$ cat src/rtl/ctrl_gen.sv
// Control-stream generator: emits start/valid/stop beats on the layer control bus
// with ready backpressure, optional idle gaps between beats, and a done pulse.
module ctrl_gen #(
    parameter int CNT_W = 16,
    parameter int DLY_W = 32
) (
    input  logic             clk,
    input  logic             rst,
    input  logic             req,
    input  logic [CNT_W-1:0] total,
    input  logic [CNT_W-1:0] interval,
    input  logic [DLY_W-1:0] delay_in,
    output logic             busy,
    output logic             done,
    output logic             ctrl_start,
    output logic             ctrl_valid,
    output logic             ctrl_stop,
    output logic [DLY_W-1:0] ctrl_delay,
    input  logic             ctrl_ready,
    output logic [CNT_W-1:0] beat_idx
);

    typedef enum logic [2:0] {
        IDLE,
        START,
        RUN,
        GAP,
        DONE
    } state_t;

    state_t           state;
    state_t           state_n;
    logic [CNT_W-1:0] tot_q;
    logic [CNT_W-1:0] int_q;
    logic [CNT_W-1:0] gap_q;
    logic [CNT_W-1:0] gap_n;
    logic [CNT_W-1:0] idx_n;
    logic [DLY_W-1:0] dly_n;
    logic             load;
    logic             zero_req;
    logic             accept;
    logic             last;

    assign load     = (state == IDLE) && req && (total != '0);
    assign zero_req = (state == IDLE) && req && (total == '0);
    assign accept   = (state == RUN) && ctrl_ready;
    assign last     = (beat_idx == tot_q - 1'b1);

    always_comb begin
        state_n = state;
        gap_n   = gap_q;
        idx_n   = beat_idx;
        dly_n   = ctrl_delay;
        unique case (state)
            IDLE: begin
                idx_n = '0;
                dly_n = '0;
                if (load) begin
                    state_n = START;
                    dly_n   = delay_in;
                end
            end
            START: begin
                state_n = RUN;
                idx_n   = '0;
            end
            RUN: begin
                if (accept) begin
                    if (last) begin
                        state_n = DONE;
                    end else begin
                        idx_n = beat_idx + 1'b1;
                        if (int_q != '0) begin
                            state_n = GAP;
                            gap_n   = int_q;
                        end
                    end
                end
            end
            GAP: begin
                // Leaving on the count of one makes the gap exactly int_q cycles.
                if (gap_q == CNT_W'(1)) begin
                    state_n = RUN;
                end else begin
                    gap_n = gap_q - 1'b1;
                end
            end
            DONE: begin
                state_n = IDLE;
                idx_n   = '0;
                dly_n   = '0;
            end
            default: begin
                state_n = IDLE;
            end
        endcase
    end

    always_ff @(posedge clk) begin
        if (rst) begin
            state      <= IDLE;
            tot_q      <= '0;
            int_q      <= '0;
            gap_q      <= '0;
            busy       <= 1'b0;
            done       <= 1'b0;
            ctrl_start <= 1'b0;
            ctrl_valid <= 1'b0;
            ctrl_stop  <= 1'b0;
            ctrl_delay <= '0;
            beat_idx   <= '0;
        end else begin
            state <= state_n;
            gap_q <= gap_n;
            if (load) begin
                tot_q <= total;
                int_q <= interval;
            end
            busy       <= (state_n == START) || (state_n == RUN) || (state_n == GAP);
            done       <= (state_n == DONE) || zero_req;
            ctrl_start <= (state_n == START);
            ctrl_valid <= (state_n == RUN);
            ctrl_stop  <= (state_n == RUN) && (idx_n == tot_q - 1'b1);
            ctrl_delay <= dly_n;
            beat_idx   <= idx_n;
        end
    end

endmodule

$ cat config.mk
export PLATFORM = sky130hd
export DESIGN_NAME = ctrl_gen
export DESIGN_NICKNAME = d
export VERILOG_FILES = /design/src/rtl/ctrl_gen.sv
export SDC_FILE = /design/constraint.sdc
export NUM_CORES = 1
export LEC_CHECK = 0
export CAP_MARGIN = 15
export CORE_MARGIN = 10
export CORE_UTILIZATION = 35
export DETAILED_ROUTE_END_ITERATION = 8
export SYNTH_ARGS = -nofsm -noshare
export SYNTH_HDL_FRONTEND = slang
export SYNTH_SLANG_ARGS = --single-unit
$ cat constraint.sdc
create_clock -name clk -period 4.2 [get_ports clk]
set_input_delay 0.84 -clock clk [delete_from_list [all_inputs] [get_ports clk]]
set_output_delay 0.84 -clock clk [all_outputs]
set_load 0.01 [all_outputs]
# == Word-level counts from Yosys, hierarchy flattened ==
# Cells that the tools add are included.
# word_totals
elab_cells,61
register_bits,104
output_inout_bits,53
# classes
n_reduce_logical,16
n_addsub,3
eq_ne,15
muxes,16
# op_table
op,count
16-bit 2-to-1 mux,6
16-bit one-hot mux with 2 select lines,2
32-bit one-hot mux with 2 select lines,1
16-bit equality test,2
32-bit 2-to-1 mux,1
16-bit nonzero test,2
16-bit by 1-bit subtractor with 16-bit output (second input constant),2
16-bit by 1-bit adder with 16-bit output (second input constant),1
16-bit by 1-bit equality test with 1-bit output (second input constant),1
16-bit zero test,1
3-bit 2-to-1 mux,5
3-bit by 2-bit equality test with 1-bit output (second input constant),4
3-bit one-hot mux with 4 select lines,1
3-bit by 1-bit equality test with 1-bit output (second input constant),2
3-bit equality test (second input constant),2
2-bit inequality test (second input constant),3
1-bit logical AND,5
5-bit AND reduction,1
2-bit nonzero test,2
3-bit zero test,1
1-bit logical OR,3
3-bit OR reduction,1
2-bit by 1-bit inequality test with 1-bit output (second input constant),1

# == Logic depth before layout (Yosys ltp) ==
# Gate-level depths: netlist of the first run.
# depth
ltp_word,8
mapped_depth,16

# == Worst setup path before layout of the first run ==
# Ideal clock, no wire load.
# synth_path
kind,flip-flop to flip-flop
start,register tot_q[0]
end,register ctrl_stop
period_less_slack_ns,3.676
n_path_buf,1
path_stages_with_launch,15
arrival_time_ns,3.616
slack_ns,0.524
cell_sequence,dfxtp_1 inv_1 ha_1 nor3b_1 nand4_1 or3_1 xor2_1 and4bb_1 buf_6 a21oi_4 xnor3_1 a221oi_2 o2111ai_1 a2111oi_2 o2111a_1
# synth_between
elab_chain_len,7
word_cells_on_any_way,11
# synth_lines
element,line_no,text
start: declaration,33,logic [CNT_W-1:0] tot_q;
start signal: assignment,116,tot_q <= total;
16-bit by 1-bit subtractor with 16-bit output (*),"47, 123",
16-bit equality test,47,assign last = (beat_idx == tot_q - 1'b1);
16-bit 2-to-1 mux / 3-bit 2-to-1 mux (equally long branches),69,if (last) begin
16-bit 2-to-1 mux / 3-bit 2-to-1 mux (equally long branches),68,if (accept) begin
16-bit one-hot mux with 2 select lines / 3-bit one-hot mux with 4 select lines (equally long branches),54,unique case (state)
16-bit equality test / 3-bit by 2-bit equality test with 1-bit output (equally long branches),123,ctrl_stop <= (state_n == RUN) && (idx_n == tot_q - 1'b1);
1-bit logical AND (*),123,
end signal: assignment,123,
end: declaration,17,"output logic ctrl_stop,"
# Every way passes the cells marked *; elsewhere a longest branch is shown, timed or not.
# A chain may end at the register's enable or synchronous reset.

# == Final worst setup path of the first run ==
# Ends and elaborated chain as after synthesis.

==> results.json, run 1 <==
{
  "outcome": "complete, no violations",
  "pwr-share-seq_pct": 39.2,
  "ys_seq_elements": 104,
  "relSlewSlack_pct": 37.2,
  "swShare_pct": 32.8,
  "maxCapViolations": 0,
  "die_h_um": 150,
  "syn_inst": 764,
  "wl_per_cell_um": 17.1,
  "r2r_slack_ns": 0.25,
  "wirelength_mm": 18.8,
  "crit_buf_inv": 3,
  "drc": 0,
  "nets": 946,
  "pin_count": 121,
  "placement.cell_area_sq_um": 7450,
  "die_w_um": 150,
  "criticalPathCategory": "reg -> reg",
  "numClockSinks": 104,
  "gp_congestion": 0.960,
  "ir_drop_mv": 0.226,
  "grt_pass1_vias": 5847,
  "final_cells": 1098,
  "avgSynthCellArea_sq_um": 7.74,
  "ys_async_sr_fraction_pct": 0,
  "yosysWarnings": 0,
  "clk_root_buffer_cell": "clkbuf_16",
  "crit_path_end_kind": "flop",
  "hold_path.class": "reg -> reg",
  "path_common_cell": "buf_4",
  "synth_ff_type": "dfxtp_1",
  "clockPowerShare_pct": 31.7,
  "vias_per_cell": 5.39,
  "comb_power_share_pct": 29.2,
  "fin_crit_ns": 3.95,
  "setup_tns_ns": 0,
  "p_int_mw": 1.87,
  "finalSetupViolations": 0,
  "rsz0062_at_grt": "false",
  "leakage_nw": 2.77,
  "arrival_ns": 4.26,
  "p_per_area_nw_per_um2": 359,
  "worst_pin_slew_ns": 0.942,
  "cts_tree": "yes",
  "drive_gt1_share_pct": 8.66,
  "clock_latency_ns": 0.36,
  "start_util_pct": 35.6,
  "regArea_sq_um": 2080,
  "grt_overflow": 0,
  "grt_max_degree": 87,
  "cpPeakStageDelay_ns": 0.43,
  "fin_skew_ns": 0.0156,
  "path_max_fanout": 12,
  "rows": 47,
  "ys_seq_area_share_pct": 35.2,
  "grt_pass1_wl_mm": 30.6,
  "nFillCells": 1692,
  "drtAntennaViolNets": 0,
  "critPathLaunchType": "flop",
  "multiInputGateArea_sq_um": 3540,
  "cp_cell_sequence": "inv_1 -> ha_1 -> or3b_1 -> buf_4 -> or3_1 -> a221oi_1 -> o2111ai_2 -> nor3_2 -> buf_4 -> a21oi_4 -> xnor3_1 -> a221oi_2 -> o2111ai_1 -> a2111oi_2 -> o2111a_1",
  "die-area_sq_um": 22500,
  "final_util_pct": 46.8,
  "num_vias": 5920,
  "core_area_sq_um": 16600,
  "clock.fmax_ghz": 0.253,
  "portBuffers": 120,
  "syn-num-nets": 836,
  "cpLargestDelayFamily": "compound AO/OA/AOI/OAI gates",
  "dr.pass1.iters": 7,
  "holdBufCountCts": 0,
  "synth_edf_count": 0,
  "synth_area_sq_um": 5910,
  "drv_slew": 0,
  "dp_cells": 1083,
  "drtIter0Drc": 361,
  "post-route-period-util_pct": 94.1,
  "finalHoldViolCount": 0,
  "dp_hpwl_mm": 13.7,
  "clk_pin_slew_ns": 0.08,
  "area_delta_synth_final_pct": 31.3,
  "cts_buffers": 9,
  "grt_use_total_pct": 16.6,
  "grt_antenna_before_repair": 1,
  "cp_slowest_cell": "a221oi_1",
  "synthDistinctLibCells": 75,
  "cts_max_path_buffers": 2,
  "critPathRequiredTime_ns": 4.51,
  "h-tree-depth": 3,
  "switchingPower_mw": 0.914,
  "final_cell_area_sq_um": 7760,
  "antennaDiodeCount": 0
}
[logic make-up after synthesis]
logic type / count (synthesis) / synth area share [%]
simple gates: 336 / 27.9
compound gates: 197 / 23.1
flops: 104 / 35.2
buf+inv: 76 / 5.12
xor+xnor: 42 / 6.94
fa+ha+maj: 5 / 1.02
mux: 4 / 0.677
[placed cells by master (no fill, tap or decap), drive strengths merged, types with 6 or more instances in the layout]
cell type / instances
a21oi: 58
a22oi: 41
a31oi: 6
and2: 6
buf: 40
clkbuf: 9
clkdlybuf4s50: 119
dfxtp: 104
inv: 19
nand2: 107
nand2b: 6
nand3: 18
nand4: 11
nor2: 87
nor2b: 12
nor3: 22
nor3b: 6
nor4: 26
o2111ai: 6
o21ai: 27
o31ai: 8
or3: 10
xnor2: 30
xor2: 9
[worst reg2reg max path, cell delays in order (launching register included)]
cell	delay, ns
dfxtp_1	0.35
inv_1	0.10
ha_1	0.19
or3b_1	0.39
buf_4	0.18
or3_1	0.34
a221oi_1	0.43
o2111ai_2	0.18
nor3_2	0.13
buf_4	0.24
a21oi_4	0.09
xnor3_1	0.39
a221oi_2	0.28
o2111ai_1	0.17
a2111oi_2	0.23
o2111a_1	0.21
[timing repair]
| item | in CTS | in global routing |
|---|---|---|
| endpoints found under the setup margin | 0 | 1 |
| endpoints found under the hold margin | 0 | 0 |
| gates resized for setup | 0 | 3 |
| setup buffers | 0 | 0 |
[state kept, by name, indices dropped and copies added (netlist names)]
register	cells
state	3
ctrl_delay	32
beat_idx	16
tot_q	16
busy	1
ctrl_start	1
ctrl_valid	1
done	1
gap_q	16
int_q	16
ctrl_stop	1
[layout make-up]
type	count	share of cell area (%)
multi-input cells	584	45.6
well taps	220	3.55
inverters	16	0.774
clock inverters	6	0.967
flip-flops and latches	104	26.8
clock buffers	9	2.90
repair buffers	159	19.3
[synth_stat cells (4+ instances only)]
| library cell | count | area share, % |
|---|---|---|
| nor4_1 | 23 | 2.4 |
| dfxtp_1 | 104 | 35 |
| nor2_1 | 87 | 5.5 |
| or2_2 | 5 | 0.53 |
| or3_1 | 10 | 1.1 |
| and2_1 | 5 | 0.53 |
| o211ai_1 | 4 | 0.51 |
| inv_1 | 16 | 1.0 |
| a31oi_1 | 6 | 0.64 |
| clkbuf_1 | 51 | 3.2 |
| and3_1 | 5 | 0.53 |
| nand3_1 | 18 | 1.5 |
| nand4_1 | 11 | 1.2 |
| o31ai_1 | 8 | 1.0 |
| mux2i_1 | 4 | 0.68 |
| a211oi_1 | 4 | 0.51 |
| a221oi_1 | 4 | 0.59 |
| xnor2_1 | 30 | 4.4 |
| ha_1 | 4 | 0.85 |
| a22oi_1 | 41 | 5.2 |
| nand2_1 | 107 | 6.8 |
| nor3_1 | 20 | 1.7 |
| or4_1 | 5 | 0.64 |
| o2111ai_1 | 5 | 0.74 |
| o21ai_0 | 27 | 2.3 |
| nor2b_1 | 12 | 1.3 |
| a21oi_1 | 57 | 4.8 |
| nand2b_1 | 6 | 0.64 |
| buf_1 | 5 | 0.32 |
| nor3b_1 | 6 | 0.76 |
| xor2_1 | 9 | 1.3 |
[power groups by stage]
stage / Clock [mW] / Sequential, mW / Combinational, mW
after global placement: 0 / 1.11 / 0.811
after global routing: 0.950 / 1.10 / 0.895
after CTS: 0.911 / 1.09 / 0.812
final: 0.882 / 1.09 / 0.813
after detailed placement: 0 / 1.11 / 0.808
after floorplan: 0 / 1.11 / 0.512
[final timing paths]
path | start | endpoint | cells past startpoint
worst max-delay path | tot_q[0] | ctrl_stop | 15
worst min-delay path | int_q[6] | int_q[6] | 2
worst max register to register | tot_q[0] | ctrl_stop | 15
worst min register to register | int_q[6] | int_q[6] | 2
[stage by stage]
step	worst slack (ns)	hold slack, ns	power (mW)
final	0.250	0.472	2.79
after floorplan	0.524	0.446	1.62
after detailed placement	0.239	0.463	1.92
after global placement	0.183	0.463	1.92
after CTS	0.263	0.474	2.81
after global routing	0.0396	0.493	2.94
[routing by layer]
layer	vias to the layer above	track usage (%)	part of all wire, %
met5	-	0	0.096
met4	2	4.08	1.4
met3	27	5.56	7.9
met2	183	28.2	48
met1	2738	19.6	42
li1	2970	-	-
Note: power is estimated with default switching activity, not from simulation.
==> run 2, diff against run 1 <==
--- a/config.mk
+++ b/config.mk
@@ -9,6 +9,7 @@
 export CORE_MARGIN = 10
 export CORE_UTILIZATION = 35
 export DETAILED_ROUTE_END_ITERATION = 8
+export GPL_TIMING_DRIVEN = 0
 export SYNTH_ARGS = -nofsm -noshare
 export SYNTH_HDL_FRONTEND = slang
 export SYNTH_SLANG_ARGS = --single-unit
==> results.json, run 2 (synthesis gave the netlist of run 1 again) <==
{
  "regMostFlops": "ctrl_delay",
  "critPathLaunchType": "flop",
  "hold_path.class": "reg -> reg",
  "cp_slowest_cell": "or4_4",
  "vias_per_cell": 5.47,
  "die-area_sq_um": 22500,
  "setup_ws_ns": 0.131,
  "clk_pin_slew_ns": 0.07,
  "grt_max_degree": 20,
  "portBuffers": 119,
  "gp_congestion": 0.899,
  "grt_use_total_pct": 17.0,
  "start_util_pct": 35.6,
  "setup_tns_ns": 0,
  "crit_cells": 13,
  "hold_depth": 2,
  "dp_hpwl_mm": 14.6,
  "fin_skew_ns": 0.00760,
  "leakage_nw": 2.73,
  "num_vias": 6180,
  "fin_crit_ns": 4.07,
  "final_cell_area_sq_um": 7890,
  "cpPeakStageDelay_ns": 0.60,
  "clock_latency_ns": 0.36,
  "wirelength_mm": 19.6,
  "clk_root_buffer_cell": "clkbuf_16",
  "arrival_ns": 4.37,
  "cp_cell_sequence": "clkbuf_1 -> or4_4 -> o31ai_1 -> nand2_1 -> nor4_2 -> and4bb_1 -> buf_6 -> a211oi_4 -> a221o_1 -> a221oi_2 -> o2111ai_2 -> a2111oi_4 -> o2111a_1",
  "h-tree-depth": 3,
  "cts_tree": "yes",
  "worst_pin_slew_ns": 0.701,
  "crit_path_end_kind": "flop",
  "grt.met1_usage_pct": 19.8,
  "cts_buffers": 9,
  "finalHoldViolCount": 0,
  "cpLargestDelayFamily": "compound AO/OA/AOI/OAI gates",
  "nets": 976,
  "hold_slack_ns": 0.477,
  "grt_pass1_vias": 5977,
  "rows": 47,
  "post-route-period-util_pct": 96.9,
  "grt_pass1_wl_mm": 31.1,
  "holdBufCountCts": 0,
  "finalSetupViolations": 0,
  "drive_gt1_share_pct": 7.26,
  "maxCapViolations": 0,
  "nFillCells": 1731,
  "relSlewSlack_pct": 53.3,
  "grt_antenna_before_repair": 1,
  "crit_buf_inv": 2,
  "pin_count": 121,
  "die_w_um": 150,
  "criticalPathCategory": "reg -> reg",
  "area_delta_synth_final_pct": 33.5,
  "final_cell_mix": "119 x clkdlybuf4s50_1, 107 x nand2_1, 103 x dfxtp_1",
  "outcome": "complete, no violations",
  "path_max_fanout": 8,
  "placement.cell_area_sq_um": 7380,
  "use_met3_pct": 5.53,
  "critPathRequiredTime_ns": 4.50,
  "dp_slack_ns": -0.357,
  "ir_drop_mv": 0.246,
  "drc": 0,
  "core_area_sq_um": 16600,
  "drtAntennaViolNets": 0,
  "drv_slew": 0,
  "grt-busiest-layer": "met2",
  "dr.pass1.iters": 5,
  "antennaDiodeCount": 0,
  "clock.fmax_ghz": 0.246,
  "final_util_pct": 47.6,
  "drtIter0Drc": 381,
  "final_common_cell": "clkdlybuf4s50_1",
  "reg2regPathDepth": 13,
  "grt_overflow": 0,
  "gr-usage-met2_pct": 29.2,
  "cts_max_path_buffers": 2,
  "wl_per_cell_um": 17.3,
  "regArea_sq_um": 2080,
  "multiInputGateArea_sq_um": 3670,
  "numClockSinks": 104,
  "p_per_area_nw_per_um2": 354,
  "largest_reg_flops": 32,
  "die_h_um": 150
}
-- run 2: power by group --
group | total, mW | leakage [nW] | switching [mW] | internal [mW]
Combinational | 0.863 | 1.74 | 0.489 | 0.375
Clock | 0.840 | 0.141 | 0.425 | 0.415
Sequential | 1.09 | 0.849 | 0.0510 | 1.04
-- run 2: worst reg2reg max path: stages, from the launching register on --
cell and delay (ns):
dfxtp_1 0.30, clkbuf_1 0.23, or4_4 0.60, o31ai_1 0.37, nand2_1 0.12, nor4_2 0.35, and4bb_1 0.34, buf_6 0.18
a211oi_4 0.11, a221o_1 0.37, a221oi_2 0.23, o2111ai_2 0.21, a2111oi_4 0.35, o2111a_1 0.24
-- run 2: path summary, 6_finish.rpt --
| path | start | endpoint | slack [ns] |
|---|---|---|---|
| hold / removal | int_q[6] | int_q[6] | 0.48 |
| hold reg to reg | int_q[6] | int_q[6] | 0.48 |
| setup reg to reg | tot_q[9] | ctrl_stop | 0.13 |
| setup / recovery | tot_q[9] | ctrl_stop | 0.13 |
-- run 2: through the flow --
stage | power [mW] | instances
4_1_cts | 2.77 | 1120
6_report | 2.80 | 1129
3_3_place_gp | 1.90 | 1103
2_1_floorplan | 1.62 | 764
3_5_place_dp | 1.90 | 1103
5_1_grt | 2.94 | 1129
-- run 2: layout make-up --
cell class                 instances  area share (%)
timing repair buffer             130            16.1
clock inverter                     7           0.840
multi-input combinational        584            46.5
sequential                       104            26.4
clock buffer                       9            2.85
inverter                          16           0.761
tap                              220            3.49
buffer                            59            3.04
-- run 2: what timing repair did --
item / 4_1_cts / 5_1_grt
resized for setup: 8 / 18
setup endpoints to repair: 17 / 17
cloned: 0 / 0
setup buffers: 2 / 9
pin swaps: 2 / 8
-- run 2: routing by layer --
metal  up-vias  share of wire [%]
met5         -              0.082
met2       216                 48
met3        31                7.9
met4         2                1.8
met1      2892                 42
li1       3039                  -
==> run 3, diff against run 2 <==
--- a/config.mk
+++ b/config.mk
@@ -9,7 +9,9 @@
 export CORE_MARGIN = 10
 export CORE_UTILIZATION = 35
 export DETAILED_ROUTE_END_ITERATION = 8
+export GPL_ROUTABILITY_DRIVEN = 0
 export GPL_TIMING_DRIVEN = 0
+export REMOVE_ABC_BUFFERS = 1
 export SYNTH_ARGS = -nofsm -noshare
 export SYNTH_HDL_FRONTEND = slang
 export SYNTH_SLANG_ARGS = --single-unit
==> results.json, run 3 (synthesis gave the netlist of run 1 again) <==
{
  "final_cells": 1073,
  "die-area_sq_um": 22500,
  "leakage_nw": 2.67,
  "grt_max_degree": 89,
  "r2r_slack_ns": 0.19,
  "clockPowerShare_pct": 32.1,
  "use_met3_pct": 6.22,
  "ir_drop_mv": 0.213,
  "regMostFlops": "ctrl_delay",
  "cts_buffers": 9,
  "drc": 0,
  "grt.met1_usage_pct": 20.3,
  "wirelength_mm": 18.0,
  "numClockSinks": 104,
  "final_util_pct": 46.7,
  "switchingPower_mw": 0.925,
  "endpoint": "ctrl_stop",
  "num_vias": 5873,
  "core_area_sq_um": 16600,
  "p_int_mw": 1.90,
  "grt-busiest-layer": "met2",
  "cpPeakStageDelay_ns": 0.75,
  "drv_slew": 0,
  "dp_cells": 1047,
  "largest_reg_flops": 32,
  "reg2regPathDepth": 11,
  "r2r-end": "ctrl_stop",
  "area_delta_synth_final_pct": 30.9,
  "dr.pass1.iters": 5,
  "startpoint": "tot_q[0]",
  "fin_skew_ns": 0.0107,
  "antennaDiodeCount": 0,
  "nets": 920,
  "gr-usage-met2_pct": 22.5,
  "finalHoldViolCount": 0,
  "pwr-share-seq_pct": 39.1,
  "relSlewSlack_pct": 42.5,
  "drtIter0Drc": 445,
  "worst_pin_slew_ns": 0.861,
  "cpLargestDelayFamily": "compound AO/OA/AOI/OAI gates",
  "start_util_pct": 35.6,
  "total_power_mw": 2.83,
  "nFillCells": 1700,
  "cp_cell_sequence": "or4_1 -> o22ai_1 -> o2111ai_1 -> nor4_2 -> and4bb_4 -> a21oi_4 -> xnor3_1 -> a221oi_2 -> o2111ai_2 -> a2111oi_4 -> o2111a_1",
  "arrival_ns": 4.31,
  "h-tree-depth": 3,
  "grt_antenna_before_repair": 0,
  "pin_count": 121,
  "path_max_fanout": 11,
  "holdBufCountCts": 0,
  "rows": 47,
  "hold_path.class": "reg -> reg",
  "criticalPathCategory": "reg -> reg",
  "p_per_area_nw_per_um2": 365,
  "final_common_cell": "clkdlybuf4s50_1",
  "reg2reg_from": "tot_q[0]",
  "crit_cells": 11,
  "grt_pass1_wl_mm": 28.6,
  "comb_power_share_pct": 28.8,
  "grt_pass1_vias": 5435,
  "dp_hpwl_mm": 12.9,
  "clock_latency_ns": 0.36,
  "grt_overflow": 0,
  "die_h_um": 150,
  "die_w_um": 150,
  "post-route-period-util_pct": 95.4,
  "crit_buf_inv": 0,
  "grt_use_total_pct": 15.6,
  "finalSetupViolations": 0,
  "clock.fmax_ghz": 0.249,
  "drtAntennaViolNets": 0,
  "wl_per_cell_um": 16.8,
  "cts_tree": "yes",
  "swShare_pct": 32.7,
  "outcome": "complete, no violations",
  "cp_slowest_cell": "or4_1",
  "clk_pin_slew_ns": 0.08,
  "crit_path_end_kind": "flop",
  "maxCapViolations": 0,
  "critPathLaunchType": "flop",
  "critPathRequiredTime_ns": 4.50,
  "drive_gt1_share_pct": 7.39,
  "cts_max_path_buffers": 2,
  "final_cell_mix": "119 x clkdlybuf4s50_1, 107 x nand2_1, 103 x dfxtp_1",
  "fin_crit_ns": 4.01,
  "vias_per_cell": 5.47,
  "portBuffers": 120,
  "clk_root_buffer_cell": "clkbuf_16"
}
-- run 3: cell count changes in the layout (fill, tap and decap cells not counted), moves of 2 or more --
cell,before,now
clkbuf_1,49,1
buf_2,2,0
buf_1,5,0
buf_16,0,3
-- run 3: cell type report --
| class | instances | area, sq um | area share (%) |
|---|---|---|---|
| flip-flops and latches | 104 | 2080 | 26.9 |
| inverters | 16 | 60.1 | 0.776 |
| clock buffers | 11 | 243 | 3.14 |
| repair buffers | 133 | 1360 | 17.6 |
| well taps | 220 | 275 | 3.56 |
| clock inverters | 5 | 70.1 | 0.906 |
| multi-input cells | 584 | 3640 | 47.1 |
-- run 3: metal layers --
metal	vias up	wire [um]
met5	-	0
met4	0	363
met2	202	7760
li1	2918	-
met1	2726	7860
met3	27	2000
-- run 3: worst reg2reg max path, stage by stage, from the launching register on --
cell and delay, ns:
dfxtp_2 0.38, or4_1 0.75, o22ai_1 0.34, o2111ai_1 0.20
nor4_2 0.27, and4bb_4 0.44, a21oi_4 0.10, xnor3_1 0.39
a221oi_2 0.31, o2111ai_2 0.21, a2111oi_4 0.34, o2111a_1 0.22
-- run 3: how the worst min path moves through the flow --
stage | from | to | slack (ns) | cells after the start
detailed placement | int_q[10] | int_q[10] | 0.47 | 2
floorplan | int_q[15] | int_q[15] | 0.44 | 2
global route | int_q[13] | int_q[13] | 0.50 | 2
finish | int_q[11] | int_q[11] | 0.47 | 2
global placement | int_q[14] | int_q[14] | 0.46 | 2
CTS | int_q[11] | int_q[11] | 0.48 | 2
-- run 3: through the flow --
step	hold WS [ns]	worst slack [ns]	instance area (sq um)	TNS, ns
after floorplan	0.440	0.356	5670	0
after detailed placement	0.467	-0.592	7210	-4.47
final	0.475	0.191	7740	0
after CTS	0.478	-0.0554	7580	-0.0554
after global routing	0.505	-0.0243	7740	-0.0243
after global placement	0.464	-1.66	7140	-55.08
-- run 3: power groups by stage --
stage / combinational (mW) / clock, mW / sequential (mW)
floorplan: 0.467 / 0 / 1.12
global placement: 0.738 / 0 / 1.12
finish: 0.813 / 0.907 / 1.11
global route: 0.895 / 0.970 / 1.12
CTS: 0.763 / 0.933 / 1.10
detailed placement: 0.744 / 0 / 1.12
-- run 3: repair_timing --
| item | 4_1_cts | 5_1_grt |
|---|---|---|
| gates cloned | 0 | 0 |
| pin swaps | 2 | 9 |
| resized for setup | 8 | 14 |
| buffers inserted | 2 | 7 |
| endpoints found under the setup margin | 17 | 9 |
| endpoints found under the hold margin | 0 | 0 |
